<file path="src/rtl/bullet_pool.sv">
// bullet_pool: multi-slot player projectile manager.
// Fires on the rising edge of the fire key into the lowest-index free slot.
// A frame cooldown limits the fire rate. Each live bullet climbs by Y_STEP
// once per frame until it is hit or passes the top boundary.
//
// Handshake note: there is no valid/ready handshake on this block. The key
// edge acts as a single-cycle request. A request that cannot be served at the
// same edge is dropped, not queued. 'fired' is the one-frame acknowledge.
module bullet_pool #(
   parameter int unsigned NUM_BULLETS = 4,
   parameter logic [7:0]  KEY_FIRE    = 8'h2C,
   parameter logic [9:0]  Y_START     = 10'd400,
   parameter logic [9:0]  Y_STEP      = 10'd4,
   parameter logic [9:0]  Y_MIN       = 10'd8,
   parameter logic [9:0]  X_OFFSET    = 10'd0,
   parameter logic [3:0]  COOLDOWN    = 4'd3
) (
   input  logic                        frame_clk,
   input  logic                        Reset,
   input  logic [7:0]                  keycode,
   input  logic [9:0]                  player_X,
   input  logic [NUM_BULLETS-1:0]      hit,
   output logic [10*NUM_BULLETS-1:0]   bullet_X,
   output logic [10*NUM_BULLETS-1:0]   bullet_Y,
   output logic [NUM_BULLETS-1:0]      bullet_active,
   output logic                        fired,
   output logic [3:0]                  free_count
);

   // The exit threshold is an unsigned sum computed one bit wider. A bullet
   // whose Y is below it would underflow or cross the top on its next move,
   // so it is retired instead of moved.
   localparam logic [10:0] EXIT_LIM = {1'b0, Y_MIN} + {1'b0, Y_STEP};

   // Registered state
   logic [NUM_BULLETS-1:0] active_q, active_d;
   logic [9:0]             x_q [NUM_BULLETS];
   logic [9:0]             x_d [NUM_BULLETS];
   logic [9:0]             y_q [NUM_BULLETS];
   logic [9:0]             y_d [NUM_BULLETS];
   logic [3:0]             cd_q, cd_d;
   logic                   key_prev_q, key_prev_d;
   logic                   fired_q, fired_d;

   // Decode and allocation helpers
   logic                   key_now;
   logic                   fire_req;
   logic                   any_free;
   logic                   accept;
   logic [NUM_BULLETS-1:0] alloc_oh;
   logic [9:0]             launch_x;

   // Fire-key edge detection and launch-column computation
   always_comb begin
      key_now  = (keycode == KEY_FIRE);
      fire_req = key_now && !key_prev_q;
      launch_x = player_X + X_OFFSET;
   end

   // Pick the lowest-index slot that is free in the registered vector.
   // Slots freed at this same edge are deliberately not considered.
   always_comb begin
      alloc_oh = '0;
      any_free = 1'b0;
      for (int i = 0; i < NUM_BULLETS; i++) begin
         if (!active_q[i] && !any_free) begin
            alloc_oh[i] = 1'b1;
            any_free    = 1'b1;
         end
      end
   end

   // Shot acceptance, cooldown and the fired pulse
   always_comb begin
      accept     = fire_req && (cd_q == 4'd0) && any_free;
      key_prev_d = key_now;
      fired_d    = accept;
      cd_d       = cd_q;
      if (accept) begin
         cd_d = COOLDOWN;
      end else if (cd_q != 4'd0) begin
         cd_d = cd_q - 4'd1;
      end
   end

   // Per-slot next state: a launch takes priority, then hit, then top exit,
   // then the upward move. A freshly launched slot does not move this edge.
   always_comb begin
      for (int i = 0; i < NUM_BULLETS; i++) begin
         active_d[i] = active_q[i];
         x_d[i]      = x_q[i];
         y_d[i]      = y_q[i];
         if (accept && alloc_oh[i]) begin
            active_d[i] = 1'b1;
            x_d[i]      = launch_x;
            y_d[i]      = Y_START;
         end else if (active_q[i]) begin
            if (hit[i]) begin
               active_d[i] = 1'b0;
            end else if ({1'b0, y_q[i]} < EXIT_LIM) begin
               active_d[i] = 1'b0;
            end else begin
               y_d[i] = y_q[i] - Y_STEP;
            end
         end
      end
   end

   // State registers with asynchronous active-high reset
   always_ff @(posedge frame_clk or posedge Reset) begin
      if (Reset) begin
         active_q   <= '0;
         cd_q       <= 4'd0;
         key_prev_q <= 1'b0;
         fired_q    <= 1'b0;
         for (int i = 0; i < NUM_BULLETS; i++) begin
            x_q[i] <= 10'd0;
            y_q[i] <= Y_START;
         end
      end else begin
         active_q   <= active_d;
         cd_q       <= cd_d;
         key_prev_q <= key_prev_d;
         fired_q    <= fired_d;
         for (int i = 0; i < NUM_BULLETS; i++) begin
            x_q[i] <= x_d[i];
            y_q[i] <= y_d[i];
         end
      end
   end

   // Pack slot coordinates onto the flat buses and count free slots
   always_comb begin
      bullet_X   = '0;
      bullet_Y   = '0;
      free_count = 4'd0;
      for (int i = 0; i < NUM_BULLETS; i++) begin
         bullet_X[10*i +: 10] = x_q[i];
         bullet_Y[10*i +: 10] = y_q[i];
         if (!active_q[i]) begin
            free_count = free_count + 4'd1;
         end
      end
   end

   assign bullet_active = active_q;
   assign fired         = fired_q;

endmodule

</file>
<file path="config.mk">
export PLATFORM = sky130hd
export DESIGN_NAME = bullet_pool
export DESIGN_NICKNAME = d
export VERILOG_FILES = /design/src/rtl/bullet_pool.sv
export SDC_FILE = /design/constraint.sdc
export NUM_CORES = 1
export LEC_CHECK = 0
export CORE_MARGIN = 1
export CORE_UTILIZATION = 60
export DETAILED_ROUTE_END_ITERATION = 10
export DONT_BUFFER_PORTS = 1
export GPL_TIMING_DRIVEN = 0
export PLACE_DENSITY = 0.8
export SKIP_LAST_GASP = 1
export SLEW_MARGIN = 25
export SYNTH_ARGS = -nofsm -noshare
export SYNTH_HDL_FRONTEND = slang
export SYNTH_SLANG_ARGS = --single-unit
</file>
<file path="constraint.sdc">
create_clock -name frame_clk -period 2.9 [get_ports frame_clk]
set_input_delay 0.58 -clock frame_clk [delete_from_list [all_inputs] [get_ports frame_clk]]
set_output_delay 0.58 -clock frame_clk [all_outputs]
set_load 0.05 [all_outputs]
</file>
== Word level (Yosys, flattened, before mapping) ==
Cells that the tools add are included.

* Multiplexer cells: 45
* Eq/ne operators: 9
* $lt $le $gt $ge: 4
* Reduce and logical (&&, ||, !) cells: 27
* $add $sub $neg: 8

{| class="wikitable"
|+ Operator list
! kind !! count
|-
| 10-bit two-way mux || 16
|-
| 10-bit by 4-bit less-than comparator with 1-bit output, second input constant || 4
|-
| 10-bit by 3-bit subtractor with 10-bit output, second input constant || 4
|-
| 1-bit two-way mux || 24
|-
| 4-bit two-way mux || 5
|-
| 3-bit AND reduction || 4
|-
| 1-bit logical AND || 10
|-
| 2-bit nonzero test || 5
|-
| 4-bit by 1-bit adder with 4-bit output, second input constant || 2
|-
| 8-bit by 6-bit == test with 1-bit output, second input constant || 1
|-
| 2-bit by 1-bit inequality test with 1-bit output, second input constant || 4
|-
| 2-bit inequality test, second input constant || 4
|-
| 1-bit logical NOT || 6
|-
| 4-bit logical NOT || 1
|-
| 4-bit nonzero test || 1
|-
| 4-bit by 1-bit subtractor with 4-bit output, second input constant || 1
|-
| 1-bit by 1-bit adder with 2-bit output, second input constant || 1
|}

* Logic and storage cells: 105
* Register bits: 90

== Longest topological paths before layout ==
Gate-level depths: netlist of run 1.

* Word-level depth: 13
* Mapped depth: 7

== Worst setup path before layout of run 1 ==
OpenSTA, ideal clock, no wires.

* Kind: reg-to-output
* From: register active_q[0], in the netlist bullet_active[0]
* To: output port free_count[2]
* Data arrival time: 2.469 ns
* Path buffers: 0
* Stages on the path, launching flop included: 7
* Path slack: -0.149 ns
* Required time: 2.320 ns
* Cells stage by stage: dfrtp_1 inv_1 ha_1 xnor2_1 ha_1 nand2_1 xnor2_1

* Longest elaborated chain between the ends: 7

{| class="wikitable"
|+ RTL lines
! element !! RTL line !! text
|-
| from (decl) || 36 || <nowiki>logic [NUM_BULLETS-1:0] active_q, active_d;</nowiki>
|-
| from (signal assigned) || 121 || <nowiki>active_q <= active_d;</nowiki>
|-
| 1-bit two-way mux (*) || 140 || <nowiki>if (!active_q[i]) begin</nowiki>
|-
| 1-bit by 1-bit adder with 2-bit output || 141 || <nowiki>free_count = free_count + 4'd1;</nowiki>
|-
| 4-bit two-way mux (*) || 140 ||
|-
| 4-bit by 1-bit adder with 4-bit output || 141 ||
|-
| 4-bit two-way mux (*) || 140 ||
|-
| 4-bit by 1-bit adder with 4-bit output || 141 ||
|-
| 4-bit two-way mux (*) || 140 ||
|-
| to (decl) || 27 || <nowiki>output logic [3:0] free_count</nowiki>
|}

Every way passes the cells marked *; elsewhere a longest branch is shown, timed or not.

== Worst setup path after layout of run 1 ==
Same ends and word-level chain as after synthesis.

==> results by group, run 1 <==
Floorplan
  – Die width: 84.8 µm
  – DIE HEIGHT: 84.8 µm
  – Die Area: 7200 µm²
  – Core area: 6490 µm²
  – Starting Density: 63.4%
  – # IOs: 113
  – Row cnt: 29

Timing
  – Final period util: 96.9%
  – Actual slew at the worst max-slew pin: 0.752 ns
  – Min cycle time layout: 2.81 ns
  – Peak Freq: 356 MHz
  – Hold Slack: 0.168 ns
  – Setup_tns: 0 ns
  – Max_slew headroom: 49.1%
  – Max-slew violations: 0
  – Endpoints failing setup: 0
  – Max Clock Skew: 0.00830 ns
  – RSZ-0062 raised after global routing: no
  – Hold Fails Final Rpt: 0

GRT
  – All-Layer GR Usage: 24.8%
  – Initial antenna violation count: 0
  – Maximum number of pins on one net before global-route repair: 47
  – Vias in the first global route: 2,816
  – Total grt overflow: 0
  – First-pass GRT wire length: 13,800 µm

Logic synthesis
  – Asr flop ratio synth: 100%
  – Synth warn: 0
  – Synth top area share: 42.5%
  – Compound-Gate Fraction of Synth Area: 7.78%
  – Post-synth EDFFs: 0
  – Multiplexer area fraction after synthesis: 12.8%
  – Xor/xnor share of the synthesized area: 3.62%
  – Netlist Area Pre-Place: 4120 µm²
  – Main synth FF type: dfrtp_1
  – Netlist cell types: 61
  – Largest family of logic cells by synthesized area: simple AND/OR/NAND/NOR gates
  – Synthesized-area fraction occupied by and/or/nand/nor cells: 15.8%
  – Sequential fraction of the synthesis area: 50.2%
  – Yosys top cell by area: dfrtp_1
  – Adder-Cell Fraction of Synth Area: 4.56%
  – Yosys reg bits: 82
  – Mean Syn Cell Area: 11.7 µm²
  – Synth area leaders: dfrtp_1 (43%), mux2_2 (9.3%), dfstp_2 (7.7%)
  – Synth Instances: 352

Clocking
  – Setup bufs post-CTS: 0
  – CTS Root Cell: clkbuf_8
  – CTS tree: yes
  – Htree depth: 3
  – Clk sinks: 82
  – Clock latency on the worst-skew pair: 0.35 ns
  – Reg clk slew, reported paths: 0.08 ns
  – Clock buffer depth: 2
  – CTS Buf Count: 9

Detailed routing
  – Drt wl/cell: 18.3 µm
  – ANT nets after route: 0
  – Starting DRT DRC Count: 143
  – # DRC: 6
  – Via Count: 2,703
  – Vias per cell: 5.95
  – DRT Pass-1 Iters: 7
  – Final wirelength: 8300 µm

Setup path
  – Worst flop-to-flop path endpoint: bullet_X[29]
  – Family with the most delay on the worst path: XOR/XNOR gates
  – CP Data Required Time: 2.32 ns
  – Worst r2r path cells: 6
  – Worst Path Max Fanout: 8
  – Slowest-stage cell, CP: dfrtp_4
  – Startpoint types: flip-flop
  – Critical Path AT: 2.23 ns
  – Setup CP Type: reg -> out
  – Buffers plus inverters on the worst setup path: 1
  – RR Startpoint: cd_q[0]
  – Critical path, cell by cell: inv_1, ha_4, xnor2_4, ha_1, nand2_1, xnor2_4
  – Nature of the critical path endpoint: output port
  – Flop2flop setup slack: 0.27 ns
  – Most used cell, CP: xnor2_4
  – CP max stage delay: 0.58 ns

Placement
  – Post-Place Cells: 438
  – I/O Buffers: 0
  – Placer congestion estimate: 0.804
  – Placed cell areas: 4280 µm²
  – Post-DP HPWL: 5930 µm

Cells and area
  – Fin util: 69.8%
  – Share of layout cells above drive strength 1: 28.1%
  – Net count, final: 411
  – Area growth syn-to-layout: 10.0%
  – Final Cell Area: 4530 µm²
  – Post-Layout Cell Count: 454
  – Commonest non-fill, non-tap cell in the layout: dfrtp_1
  – N_diodes: 0
  – Commonest non-fill, non-tap cells in the layout: dfrtp_1 (67), mux2_2 (34), inv_1 (23)

Power and ir drop
  – Max IR drop VDD: 0.317 mV
  – Leakage power total: 2.21 nW
  – Power density cells: 523 nW/µm²

Run
  – Max Cap Viol: 0

Min path
  – Worst hold path type: in -> async

Outcome
  – Failing checks: design-rule violations
  – Outcome: finished with violations
==> worst register-to-register path: stages (launching register included) <==
cell and delay [ns]:
dfrtp_1 0.37, inv_1 0.13, ha_1 0.23, nor4b_1 0.53, nand4_1 0.48, clkbuf_1 0.41, mux2_2 0.35
==> state kept, by name, summed over array words and instances, names as in the netlist <==
signal and count:
fired 1, bullet_X 40, key_prev_q 1, bullet_active 4, bullet_Y 32, cd_q 4
==> area by class of cell <==
class,count,area (µm²)
clock inverter,4,51.3
inverter,24,92.6
clock buffer,12,145
timing repair buffer,1,20.0
sequential,82,2080
fill,471,1960
multi-input combinational,236,1930
buffer,18,123
tap,77,96.3
==> cells by family (layout without fill, tap and decap cells) <==
group                    after synthesis  count (layout)
XOR/XNOR                              17              17
flip-flops                            82              82
multiplexers                          45              45
adder cells (fa/ha/maj)               15              15
buffers and inverters                 42              59
AND/OR/NAND/NOR                      108             108
other                                  1               9
AO/OA/AOI/OAI                         42              42
==> what timing repair did <==
action | in CTS | in global routing
cloned | 0 | 0
resized for setup | 7 | 5
endpoints found under the setup margin | 3 | 2
hold buffers | 0 | 0
pin swaps | 1 | 2
==> power by group <==
part	internal, mW	switching, mW
clock network	0.422	0.401
registers	1.19	0.103
logic	0.101	0.150
total	1.72	0.654
==> Yosys cell counts (4+ instances only) <==
cell type,n
ha_1,15
xnor2_1,12
nand4_1,6
buf_4,10
inv_1,24
mux2i_1,4
or3_1,7
nand3_1,12
nor3_1,9
clkbuf_1,5
nor2b_1,6
nor2_1,17
a21oi_1,7
nor4_1,4
mux2_4,7
xor2_1,5
nand2_1,17
o21ai_0,6
dfstp_2,12
dfrtp_1,70
mux2_2,34
==> worst max-delay path by stage <==
stage / start / endpoint / slack (ns) / depth (start not counted)
2_1_floorplan: bullet_active[0] / free_count[2] / 0.14 / 6
3_3_place_gp: Reset / bullet_Y[35] / -0.60 / 1
3_5_place_dp: bullet_active[1] / free_count[2] / -0.11 / 6
4_1_cts: bullet_active[2] / free_count[2] / 0.007 / 5
5_1_grt: bullet_active[2] / free_count[2] / 0.02 / 5
6_report: bullet_active[0] / free_count[2] / 0.09 / 6
==> metal layers <==
metal  track usage, %  vias to the layer above  wire length, µm
li1                 -                     1273                -
met1             31.4                     1335             3550
met2             40.9                       85             4060
met3             8.17                       10              601
met4             7.09                        0               88
met5                0                        -                0
==> through the flow <==
stage / worst slack, ns / total power, mW
finish: 0.0911 / 2.37
floorplan: 0.141 / 1.52
detailed placement: -0.111 / 1.57
global route: 0.0180 / 2.48
CTS: 0.00735 / 2.39
global placement: -0.595 / 1.55
Note: power is estimated with default switching activity, not from simulation.
==> run 2, diff against run 1 <==
Settings changed: CORE_ASPECT_RATIO from default to 1.4, CORE_UTILIZATION 60 to 50, CTS_CLUSTER_DIAMETER from default to 150, PLACE_DENSITY 0.8 to 0.69.
==> run 2 against run 1 <==
The flow now finishes without violations. Wire length up 1.6%. First-iteration DRC count down 24%. Critical path depth unchanged. Final area up 0.17%. Critical endpoint unchanged.
==> results by group, run 2 (synthesized netlist as in run 1, its figures left out) <==
Timing
  – Hold Fails Final Rpt: 0 (unchanged)
  – Actual slew at the worst max-slew pin: 0.692 ns (was 0.752 ns)
  – Min cycle time layout: 2.80 ns (was 2.81 ns)
  – Max Clock Skew: 0.00546 ns (was 0.00830 ns)
  – Max_slew headroom: 53.2% (was 49.1%)
  – Worst Slack Setup Final: 0.101 ns (was 0.0911 ns)
  – Peak Freq: 357 MHz (was 356 MHz)
  – Max-slew violations: 0 (unchanged)
  – Final period util: 96.5% (was 96.9%)
  – RSZ-0062 raised after global routing: no (unchanged)
  – Endpoints failing setup: 0 (unchanged)

Clocking
  – Htree depth: 3 (unchanged)
  – CTS Root Cell: clkbuf_8 (unchanged)
  – CTS Buf Count: 9 (unchanged)
  – Clock latency on the worst-skew pair: 0.35 ns (about the same)
  – Reg clk slew, reported paths: 0.08 ns (about the same)
  – CTS tree: yes (unchanged)
  – Post-CTS Hold Fix Bufs: 0 (unchanged)
  – Clock buffer depth: 2 (unchanged)
  – Clk sinks: 82 (unchanged)

Placement
  – Post-DP HPWL: 6160 µm (was 5930 µm)
  – I/O Buffers: 0 (unchanged)
  – Placed cell areas: 4320 µm² (was 4280 µm²)
  – Placement Setup Slack: -0.148 ns (was -0.111 ns)
  – Placer congestion estimate: 0.785 (was 0.804)

Detailed routing
  – Drt wl/cell: 17.6 µm (was 18.3 µm)
  – # DRC: 0 (was 6)
  – DRT Pass-1 Iters: 4 (was 7)
  – ANT nets after route: 0 (unchanged)
  – Vias per cell: 5.72 (was 5.95)
  – Starting DRT DRC Count: 108 (was 143)
  – Final wirelength: 8440 µm (was 8300 µm)
  – Via Count: 2,733 (was 2,703)

Floorplan
  – # IOs: 113 (unchanged)
  – Die Area: 8610 µm² (was 7200 µm²)
  – DIE HEIGHT: 109 µm (was 84.8 µm)
  – Die width: 78.7 µm (was 84.8 µm)
  – Core area: 7850 µm² (was 6490 µm²)
  – Row cnt: 38 (was 29)
  – Starting Density: 52.5% (was 63.4%)

Cells and area
  – Max FFs per register: 40 (unchanged)
  – Commonest non-fill, non-tap cell in the layout: dfrtp_1 (unchanged)
  – Commonest non-fill, non-tap cells in the layout: dfrtp_1 (67), mux2_2 (34), inv_1 (22) (was dfrtp_1 (67), mux2_2 (34), inv_1 (23))
  – Share of layout cells above drive strength 1: 28.8% (was 28.1%)
  – Net count, final: 412 (was 411)
  – N_diodes: 0 (unchanged)
  – Final Cell Area: 4540 µm² (was 4530 µm²)
  – Area growth syn-to-layout: 10.2% (was 10.0%)

Setup path
  – Slowest-stage cell, CP: dfrtp_4 (unchanged)
  – Critical Path AT: 2.22 ns (was 2.23 ns)
  – CP max stage delay: 0.59 ns (was 0.58 ns)
  – Crit path depth: 6 (unchanged)
  – CP Data Required Time: 2.32 ns (about the same)
  – Setup CP Type: reg -> out (unchanged)
  – Startpoint types: flip-flop (unchanged)
  – Worst Path Max Fanout: 7 (was 8)
  – Family with the most delay on the worst path: XOR/XNOR gates (unchanged)
  – Nature of the critical path endpoint: output port (unchanged)
  – Worst r2r path cells: 6 (unchanged)
  – Critical path, cell by cell: inv_1, ha_4, xnor2_2, ha_1, nand2_1, xnor2_4 (was inv_1, ha_4, xnor2_4, ha_1, nand2_1, xnor2_4)
  – Buffers plus inverters on the worst setup path: 1 (unchanged)

GRT
  – Vias in the first global route: 2,665 (was 2,816)
  – Maximum number of pins on one net before global-route repair: 52 (was 47)
  – Total grt overflow: 0 (unchanged)
  – First-pass GRT wire length: 13,300 µm (was 13,800 µm)
  – All-Layer GR Usage: 20.6% (was 24.8%)
  – Initial antenna violation count: 0 (unchanged)

Min path
  – Worst hold path type: in -> async (unchanged)

Outcome
  – Outcome: finished, final reports clean (was finished with violations)

Power and ir drop
  – Leakage power total: 2.20 nW (was 2.21 nW)
  – Max IR drop VDD: 0.316 mV (was 0.317 mV)
  – Power density cells: 503 nW/µm² (was 523 nW/µm²)

Run
  – Max Cap Viol: 0 (unchanged)
run 2: routing by layer:
| metal | vias up | track usage [%] | part of all wire, % |
|---|---|---|---|
| met5 | - | 0 | 0 |
| met4 | 0 | 8.99 | 1.7 |
| met3 | 14 | 6.31 | 6.5 |
| met2 | 78 | 35.7 | 53 |
| met1 | 1360 | 23.5 | 39 |
| li1 | 1281 | - | - |
run 2: repair_timing:
item | 4_1_cts | 5_1_grt
buffers inserted | 0 | 1
setup endpoints to repair | 3 | 2
endpoints found under the hold margin | 0 | 0
pin swaps | 2 | 2
gates resized for setup | 8 | 2
run 2: final timing paths:
path | start | end | slack [ns]
worst min-delay path | Reset | bullet_X[39] | 0.1
worst min register to register | cd_q[3] | cd_q[3] | 0.56
min in group frame_clk | player_X[4] | bullet_X[14] | 0.37
worst max register to register | cd_q[0] | bullet_X[21] | 0.29
max in group asynchronous | Reset | bullet_Y[4] | 2.17
worst max-delay path | bullet_active[1] | free_count[2] | 0.10
run 2: worst reg2reg max path: stages (launching register included):
cell,delay [ns]
dfrtp_1,0.36
inv_1,0.13
ha_1,0.23
nor4b_1,0.58
nand4_1,0.46
clkbuf_1,0.39
mux2_2,0.35
run 2: cell type report:
type | instances | area, µm²
Fill cell | 710 | 3310
Sequential cell | 82 | 2080
Multi-Input combinational cell | 236 | 1920
Clock buffer | 11 | 141
Tap cell | 100 | 125
Buffer | 18 | 123
Inverter | 24 | 92.6
Timing Repair Buffer | 2 | 35.0
Clock inverter | 5 | 30.0
run 2: metrics by stage:
stage          TNS (ns)  util, %  hold WS (ns)  power, mW  instances
4_1_cts               0     57.6        0.0965       2.31        477
2_1_floorplan         0        -         0.510       1.52        360
3_5_place_dp     -0.148     55.0         0.483       1.57        461
6_report              0     57.8        0.0977       2.28        478
5_1_grt               0     57.8         0.119       2.38        478
3_3_place_gp     -45.60     54.6         0.534       1.55        460
run 2: where the power goes:
group	leakage (nW)	switching [mW]	total (mW)	internal [mW]
Clock	0.0851	0.407	0.737	0.330
Sequential	1.06	0.101	1.29	1.19
Combinational	1.05	0.149	0.249	0.100
